File: src/rtl/quad_encoder_array.sv
// Multi-channel quadrature decoder: pin sync, glitch filter, x4 decode, position, windowed velocity, error flag.
// Define QUAD_ENC_INDEX_EN to add the quadI index input and the sticky index_seen output.
module quad_encoder_array #(
    parameter int unsigned CHANNELS      = 2,
    parameter int unsigned COUNT_WIDTH   = 24,
    parameter int unsigned FILTER_CYCLES = 100,
    parameter int unsigned VEL_WINDOW    = 32000,
    parameter int unsigned VEL_WIDTH     = 16
) (
    input  logic                            CLK,
    input  logic                            reset,
    input  logic [CHANNELS-1:0]             quadA,
    input  logic [CHANNELS-1:0]             quadB,
`ifdef QUAD_ENC_INDEX_EN
    input  logic [CHANNELS-1:0]             quadI,
    output logic [CHANNELS-1:0]             index_seen,
`endif
    input  logic [CHANNELS-1:0]             zero,
    input  logic [CHANNELS-1:0]             error_clear,
    output logic [CHANNELS*COUNT_WIDTH-1:0] count,
    output logic [CHANNELS*VEL_WIDTH-1:0]   velocity,
    output logic                            vel_valid,
    output logic [CHANNELS-1:0]             error
);

`ifdef QUAD_ENC_INDEX_EN
    localparam int unsigned PINS = 3;
`else
    localparam int unsigned PINS = 2;
`endif
    localparam int unsigned NPIN = CHANNELS * PINS;
    localparam int unsigned FCW  = (FILTER_CYCLES > 1) ? $clog2(FILTER_CYCLES) : 1;
    localparam int unsigned SW   = $clog2(FILTER_CYCLES + 4);
    localparam int unsigned WW   = $clog2(VEL_WINDOW);
    localparam int unsigned VW1  = VEL_WIDTH + 1;
    localparam logic [VEL_WIDTH-1:0] VMAX = {1'b0, {(VEL_WIDTH-1){1'b1}}};
    localparam logic [VEL_WIDTH-1:0] VMIN = {1'b1, {(VEL_WIDTH-1){1'b0}}};

    logic [NPIN-1:0] raw;
    logic [NPIN-1:0] sync1_q;
    logic [NPIN-1:0] sync2_q;
    logic [NPIN-1:0] filt;
    logic [SW-1:0]   settle_q;
    logic [WW-1:0]   win_q;
    logic            win_term;
    logic            settling;
    logic            vel_valid_q;

    // Per-channel pin order inside raw/filt: A, B, then I when present.
    for (genvar ch = 0; ch < CHANNELS; ch++) begin : g_pins
        assign raw[ch*PINS]     = quadA[ch];
        assign raw[ch*PINS + 1] = quadB[ch];
`ifdef QUAD_ENC_INDEX_EN
        assign raw[ch*PINS + 2] = quadI[ch];
`endif
    end

    always_ff @(posedge CLK) begin
        if (reset) begin
            sync1_q <= '0;
            sync2_q <= '0;
        end else begin
            sync1_q <= raw;
            sync2_q <= sync1_q;
        end
    end

    if (FILTER_CYCLES == 0) begin : g_nofilt
        assign filt = sync2_q;
    end else begin : g_filt
        logic [FCW-1:0]  stab_q [NPIN];
        logic [NPIN-1:0] filt_q;

        // A pin change is accepted only after FILTER_CYCLES consecutive differing samples.
        always_ff @(posedge CLK) begin
            if (reset) begin
                filt_q <= '0;
                for (int p = 0; p < int'(NPIN); p++) stab_q[p] <= '0;
            end else begin
                for (int p = 0; p < int'(NPIN); p++) begin
                    if (sync2_q[p] == filt_q[p]) begin
                        stab_q[p] <= '0;
                    end else if (stab_q[p] == FCW'(FILTER_CYCLES - 1)) begin
                        filt_q[p] <= sync2_q[p];
                        stab_q[p] <= '0;
                    end else begin
                        stab_q[p] <= stab_q[p] + FCW'(1);
                    end
                end
            end
        end
        assign filt = filt_q;
    end

    assign win_term = (win_q == WW'(VEL_WINDOW - 1));
    assign settling = (settle_q != '0);

    always_ff @(posedge CLK) begin
        if (reset) begin
            settle_q    <= SW'(FILTER_CYCLES + 3);
            win_q       <= '0;
            vel_valid_q <= 1'b0;
        end else begin
            if (settling) settle_q <= settle_q - SW'(1);
            win_q       <= win_term ? '0 : win_q + WW'(1);
            vel_valid_q <= win_term;
        end
    end

    assign vel_valid = vel_valid_q;

    for (genvar ch = 0; ch < CHANNELS; ch++) begin : g_ch
        logic [1:0]             cur;
        logic [1:0]             prev_q;
        logic [1:0]             pos_cur;
        logic [1:0]             pos_prev;
        logic [1:0]             diff;
        logic                   inc;
        logic                   dec;
        logic                   ill;
        logic                   clr_cnt;
        logic [COUNT_WIDTH-1:0] count_q;
        logic [COUNT_WIDTH-1:0] count_d;
        logic [VW1-1:0]         acc_sum;
        logic [VEL_WIDTH-1:0]   acc_sat;
        logic [VEL_WIDTH-1:0]   acc_q;
        logic [VEL_WIDTH-1:0]   acc_d;
        logic [VEL_WIDTH-1:0]   vel_q;
        logic [VEL_WIDTH-1:0]   vel_d;
        logic                   err_q;
        logic                   err_d;
`ifdef QUAD_ENC_INDEX_EN
        logic                   idx_prev_q;
        logic                   idx_rise;
        logic                   seen_q;
`endif

        // {A,B} read as Gray code {B,A}; its binary position difference gives the step.
        always_comb begin
            cur      = {filt[ch*PINS], filt[ch*PINS + 1]};
            pos_cur  = {cur[0], cur[1] ^ cur[0]};
            pos_prev = {prev_q[0], prev_q[1] ^ prev_q[0]};
            diff     = pos_cur - pos_prev;
            inc      = !settling && (diff == 2'd1);
            dec      = !settling && (diff == 2'd3);
            ill      = !settling && (diff == 2'd2);
`ifdef QUAD_ENC_INDEX_EN
            idx_rise = !settling && filt[ch*PINS + 2] && !idx_prev_q;
            clr_cnt  = zero[ch] | idx_rise;
`else
            clr_cnt  = zero[ch];
`endif
            count_d  = clr_cnt ? '0 : count_q + COUNT_WIDTH'(inc) - COUNT_WIDTH'(dec);
            acc_sum  = {acc_q[VEL_WIDTH-1], acc_q} + VW1'(inc) - VW1'(dec);
            if (acc_sum[VW1-1] != acc_sum[VW1-2]) begin
                acc_sat = acc_sum[VW1-1] ? VMIN : VMAX;
            end else begin
                acc_sat = acc_sum[VEL_WIDTH-1:0];
            end
            vel_d = vel_q;
            acc_d = acc_sat;
            if (win_term) begin
                vel_d = acc_sat;
                acc_d = '0;
            end
            err_d = ill | (err_q & ~error_clear[ch]);
        end

        always_ff @(posedge CLK) begin
            if (reset) begin
                prev_q  <= '0;
                count_q <= '0;
                acc_q   <= '0;
                vel_q   <= '0;
                err_q   <= 1'b0;
            end else begin
                prev_q  <= cur;
                count_q <= count_d;
                acc_q   <= acc_d;
                vel_q   <= vel_d;
                err_q   <= err_d;
            end
        end

`ifdef QUAD_ENC_INDEX_EN
        always_ff @(posedge CLK) begin
            if (reset) begin
                idx_prev_q <= 1'b0;
                seen_q     <= 1'b0;
            end else begin
                idx_prev_q <= filt[ch*PINS + 2];
                seen_q     <= seen_q | idx_rise;
            end
        end
        assign index_seen[ch] = seen_q;
`endif

        assign count[ch*COUNT_WIDTH +: COUNT_WIDTH] = count_q;
        assign velocity[ch*VEL_WIDTH +: VEL_WIDTH]  = vel_q;
        assign error[ch]                            = err_q;
    end

endmodule

File: config.mk
export PLATFORM = sky130hd
export DESIGN_NAME = quad_encoder_array
export DESIGN_NICKNAME = d
export VERILOG_FILES = /design/src/rtl/quad_encoder_array.sv
export SDC_FILE = /design/constraint.sdc
export NUM_CORES = 1
export LEC_CHECK = 0
export BUFFER_PORTS_ARGS = -buffer_cell sky130_fd_sc_hd__buf_2
export CAP_MARGIN = 5
export CORE_ASPECT_RATIO = 0.6
export CORE_MARGIN = 8
export CORE_UTILIZATION = 40
export DETAILED_ROUTE_END_ITERATION = 6
export PLACE_DENSITY = 0.59
export SLEW_MARGIN = 40
export SYNTH_ARGS = -nofsm -noshare
export SYNTH_HDL_FRONTEND = slang
export SYNTH_SLANG_ARGS = --single-unit
File: constraint.sdc
create_clock -name CLK -period 4.17 [get_ports CLK]
set_clock_uncertainty 0.2 [all_clocks]
set_input_delay 0.417 -clock CLK [delete_from_list [all_inputs] [get_ports CLK]]
set_output_delay 0.417 -clock CLK [all_outputs]
set_load 0.03 [all_outputs]
### After elaboration in Yosys (flattened, before gate mapping)

Memory sizes are Yosys's and may differ from the RTL's.
Index checks and enable logic that the tools add are counted.

| operators by class | value |
|---|---|
| equality and inequality tests | 17 |
| reductions and logical operators | 15 |
| add/subtract/negate cells | 16 |
| bitwise gates (word level) | 26 |
| multiplexer cells | 62 |

Operators by type and width:

| kind | count |
|---|---|
| $mux W7 | 12 |
| $mux W16 | 4 |
| $add A24 B1 Y24 | 2 |
| $sub A24 B1 Y24 | 2 |
| $mux W1 | 46 |
| $add A16 B2 Y17 | 2 |
| $sub A17 B1 Y17 | 2 |
| $add A7 B1 Y7 const B | 4 |
| $eq A7 B7 Y1 const B | 4 |
| $add A15 B1 Y15 const B | 1 |
| $eq A15 B15 Y1 const B | 1 |
| $or A1 B1 Y1 | 14 |
| $eq A2 B2 Y1 const B | 4 |
| $reduce_and A2 Y1 | 4 |
| $reduce_bool A7 Y1 | 1 |
| $sub A7 B1 Y7 const B | 1 |
| $logic_and A1 B1 Y1 | 6 |
| $not A1 Y1 | 6 |
| $reduce_or A2 Y1 | 3 |
| $eq A1 B1 Y1 | 4 |
| $eq A2 B1 Y1 const B | 2 |
| $sub A2 B2 Y2 | 2 |
| $xor A1 B1 Y1 | 4 |
| $and A1 B1 Y1 | 2 |
| other kinds (2) | 3 |

| word-level totals | value |
|---|---|
| memory bits (writable) | 28 |
| memories | 1 |
| bits in registers | 153 |
| input bits | 10 |
| output and inout port bits | 83 |

Memories:

| memory | words | width | read ports | clocked after memory_dff | wr ports | line | RTL |
|---|---|---|---|---|---|---|---|
| g_filt.stab_q | 4 | 7 | 4 | 0 | 4 | 71 | `logic [FCW-1:0] stab_q [NPIN];` |

### Longest topological paths before layout

| depth | value |
|---|---|
| word-level depth | 8 |
| mapped depth | 23 |
| depth with buffers taken out | 20 |

### Least setup slack after synthesis

OpenSTA, ideal clock, no wires.

| timing path | value |
|---|---|
| path type | register to register |
| start point | reg settle_q[0] |
| end point | reg g_ch[1].vel_q[7] |
| required time | 3.897 ns |
| slack | 0.023 ns |
| period minus slack after synthesis | 4.147 ns |
| arrival | 3.874 ns |
| setup time | 0.073 ns |
| cell stages (with the launch flop) | 24 |
| buffers on the path | 3 |
| cells stage by stage | dfxtp_1 > inv_1 > ha_1 > nand2_1 > or3_1 > or2_2 > clkbuf_1 > nor2_1 > nand2_1 > or2_2 > nand2_1 > ha_1 > inv_1 > fa_1 > nor2b_1 > o31ai_2 > a21oi_1 > a211oi_2 > o21ai_2 > and2_1 > buf_6 > buf_6 > a211oi_2 > nor3_2 |

| on the way | value |
|---|---|
| cells in the longest elaborated chain, start to end | 7 |
| elaborated cells between the ends (all ways) | 9 |

Ends and longest elaborated chain:

| what | line | RTL |
|---|---|---|
| start: declaration | 43 | `logic [SW-1:0] settle_q;` |
| start signal: assignment | 100 | `settle_q <= SW'(FILTER_CYCLES + 3);` |
| start signal: assignment | 104 | `if (settling) settle_q <= settle_q - SW'(1);` |
| $reduce_bool A7 Y1 * | 96 | `assign settling = (settle_q != '0);` |
| $logic_not A1 Y1 * | 144, 145 |  |
| $logic_and A1 B1 Y1 | 144 | `inc = !settling && (diff == 2'd1);` |
| $add A16 B2 Y17 | 154 | `acc_sum = {acc_q[VEL_WIDTH-1], acc_q} + VW1'(inc) - VW1'(dec);` |
| $sub A17 B1 Y17 * | 154 |  |
| $mux W16 / $ne A1 B1 Y1 (equally long branches) | 156, 155 |  |
| $mux W16 * | 155 | `if (acc_sum[VW1-1] != acc_sum[VW1-2]) begin` |
| end signal: assignment | 180 | `vel_q <= vel_d;` |
| end: declaration | 128 | `logic [VEL_WIDTH-1:0] vel_q;` |

Every way passes the cells marked *; elsewhere a longest branch is shown, timed or not.
A chain may end at the register's enable or synchronous reset.

### Worst setup path in the final report

| timing path | value |
|---|---|
| start point | reg settle_q[1] |
| end point | reg g_ch[0].acc_q[13] |

| on the way | value |
|---|---|
| cells in the longest elaborated chain, start to end | 7 |
| elaborated cells between the ends (all ways) | 9 |

Ends and longest elaborated chain:

| what | line | RTL |
|---|---|---|
| $reduce_bool A7 Y1 * | 96 |  |
| $logic_not A1 Y1 * | 144, 145 |  |
| $logic_and A1 B1 Y1 | 144 |  |
| $add A16 B2 Y17 | 154 |  |
| $sub A17 B1 Y17 * | 154 |  |
| $mux W16 / $ne A1 B1 Y1 (equally long branches) | 156, 155 |  |
| $mux W16 * | 155 |  |
| end signal: assignment | 173 | `acc_q <= '0;` |
| end signal: assignment | 179 | `acc_q <= acc_d;` |
| end: declaration | 126 | `logic [VEL_WIDTH-1:0] acc_q;` |

Marked as above.

==> impl_metrics.csv <==
group,metric,value,unit
final_layout,fin_area,12500,µm²
route,antenna_left,0,
timing,period_share,96.7,%
grt,grt_pass1_vias,7901,
grt,grt_max_degree,34,
route,drc_errors,0,
timing,setup_violations,0,
pwr,switching_share,41.3,%
timing,drv_slew,0,
timing,worst_slew_pin_slew,935,ps
synth,yosys_warnings,0,
clock_network,clkLatencyLatePin,430,ps
clock_network,numCtsBuffers,17,
floorplan,dieWidth,224,µm
place,portBuffers,92,
timing,setup-tns-final,0,ps
synth,synth_cell_types,73,
floorplan,core,25400,µm²
clock_network,cts_htree_levels,4,
worst_setup_path,startpoint_type,"flop",
place,gp_congestion,0.874,
worst_setup_path,endpoint_kind,"flop",
worst_setup_path,worstPathRequired,4310,ps
floorplan,rows,45,
place,place_area,11600,µm²
synth,syn_inst,1220,
route,finalWirelength,24900,µm
synth,synth_area_leader_cell,"dfxtp_1",
route,route.vias.total,8714,
final_layout,nNetsFinal,1482,
clock_network,clk_pin_slew,70,ps
worst_setup_path,crit_fanout,4,
pwr,p_comb_share,51.4,%
floorplan,start_util,40.9,%
timing,hold_viol_final,0,
route,via_per_inst,4.99,
grt,antenna_found_initial,0,
final_layout,num-fill-cells,2458,
floorplan,fp.dieH,141,µm
grt,grt_pass1_wl,40300,µm
clock_network,cts_tree,"done",
clock_network,clock-root-buffer,"clkbuf_16",
clock_network,cts.sinks,181,
grt,overflow,0,
synth,synthesis.area,10400,µm²
place,hpwl,18900,µm
floorplan,die-area,31600,µm²
timing,rsz0062_at_grt,"yes",
status,status,"complete, no violations",
synth,syn_area_per_cell,8.53,µm²
pwr,internal_power,4.28,mW
clock_network,cts.path.max_buffers,2,
pwr,p_sw,3.02,mW
worst_setup_path,worstPathArrival,4180,ps
final_layout,final_core_util,49.2,%
flow_run,drv_cap,0,
synth,async_flop_share,0,%
route,drt-initial-drc-count,651,
pwr,leakage,5.48,nW
final_layout,area_growth,20.2,%
pwr,power.density,584,nW/µm²
worst_setup_path,criticalPathCategory,"flop to flop",
grt,grt.total_usage,15.5,%
pwr,max-vdd-ir-drop,0.000351,V
pwr,p_total,7.30,mW
timing,period_needed,4030,ps
synth,synth_edf_count,28,
synth,yosysTopAreaCellShare,29.4,%
final_layout,drive_above_1_share,19.2,%
pwr,seq_power_share,27.5,%
route,wl_per_cell,14.3,µm
worst_hold_path,hold_path_class,"input pin to flop",
synth,yosysSeqAreaShare,37.5,%
timing,fmax,248,MHz
synth,ys_seq_elements,181,
pwr,clockPowerShare,21.1,%
route,drtPass1Iterations,5,
final_layout,num_antenna_cells,0,
synth,synth_top_flop_cell,"dfxtp_1",
timing,relSlewSlack,37.6,%
floorplan,pin_count,93,
synth,ys_top_cells_by_area,"dfxtp_1 (29%), ha_1 (10%), edfxtp_1 (8.1%)",
==> final cells by class <==
| cell class | instances | area [µm²] | share of cell area, % |
|---|---|---|---|
| multi-input cells | 929 | 6310 | 50.4 |
| flip-flops and latches | 181 | 3910 | 31.2 |
| repair buffers | 149 | 915 | 7.31 |
| well taps | 352 | 440 | 3.52 |
| clock buffers | 18 | 429 | 3.43 |
| inverters | 104 | 390 | 3.12 |
| clock inverters | 14 | 116 | 0.930 |
==> state kept, by name, summed over array words and instances, names as in the netlist, 7 cells and up <==
name and flops:
g_filt.stab_q 28, win_q 15, g_ch.count_q 48, settle_q 7, g_ch.acc_q 32, g_ch.vel_q 32
==> critical path, stage by stage (launching register included) <==
cell       delay, ps
dfxtp_2          330
inv_2             60
ha_4             140
nand2_2           50
or3_4            380
nor2_2           120
nand2_2          100
nor2_4           120
xor2_1           170
ha_2             210
inv_1             50
fa_1             380
nand2b_1         190
a21oi_2          170
o2111ai_1        150
a31o_2           260
a22oi_4          240
buf_4            170
and2_1           150
a21oi_1           50
nor4_1           250
==> power by group through the flow <==
stage | clock (mW) | combinational, mW | sequential (mW)
after floorplan | 0 | 2.51 | 2.02
after global placement | 0 | 3.31 | 2.05
after detailed placement | 0 | 3.31 | 2.05
after CTS | 1.58 | 3.40 | 2.01
after global routing | 1.66 | 4.13 | 2.03
final | 1.54 | 3.75 | 2.01
==> what timing repair did <==
item / in CTS / in global routing
gates resized for setup: 9 / 65
pin swaps: 3 / 24
hold buffers: 1 / 0
endpoints found under the setup margin: 33 / 81
setup buffers: 5 / 10
endpoints found under the hold margin: 1 / 0
==> logic make-up (layout without fill, tap and decap cells) <==
logic type                 after synthesis  after routing  synth area share (%)
adders and majority gates               90             90                  11.1
xor gates and xnor gates               105            105                  8.83
DFF                                    181            181                  37.5
buffers and inverters                  137            285                  5.43
and+or+nand+nor                        437            437                  19.4
AOI/OAI and AO/OA                      262            262                  17.0
muxes                                    7              7                 0.685
other                                    1             28                0.0360
==> Yosys cell counts (19+ instances only) <==
cell type,n
nor2_1,190
dfxtp_1,153
inv_1,103
ha_1,86
nand2_1,76
a21oi_1,67
xnor2_1,59
o21ai_0,50
xor2_1,46
nand3_1,32
a21o_1,29
edfxtp_1,28
nor3_1,23
clkbuf_1,22
nor2b_1,21
a211oi_1,19
==> worst paths after layout <==
path	startpoint	end	slack, ps	cells past startpoint
worst max-delay path	settle_q[1]	g_ch[0].acc_q[13]	140	20
worst min-delay path	quadB[0]	sync1_q[1]	30	2
worst max register to register	settle_q[1]	g_ch[0].acc_q[13]	140	20
worst min register to register	sync1_q[3]	sync2_q[3]	230	1
==> layer usage <==
metal	GRT usage, %	vias up	share of wire (%)
met1	23.1	4056	54
met2	22.5	152	41
met4	3.33	0	0.71
li1	-	4491	-
met3	3.29	15	3.9
met5	0	-	0
==> cells in the final DEF, fill, tap and decap left out, types with 16 or more instances in the layout <==
master	count
clkbuf_16	17
edfxtp_1	28
nand3_1	32
nor2b_1	19
a21oi_1	60
nor2_1	184
a211oi_1	16
ha_1	82
o21ai_0	43
a21o_1	29
nand2_1	71
nor3_1	22
buf_2	92
dfxtp_1	149
xor2_1	46
xnor2_1	57
inv_1	101
conb_1	28
buf_4	52
==> metrics by stage <==
stage / hold slack [ps] / setup WS [ps] / instances
2_1_floorplan: 214 / 22.5 / 1247
3_3_place_gp: 224 / -84.4 / 1701
3_5_place_dp: 222 / -155 / 1701
4_1_cts: 16.9 / 0.598 / 1739
5_1_grt: 11.7 / -58.2 / 1747
6_report: 29.7 / 138 / 1747
Note: power is estimated with default switching activity, not from simulation.
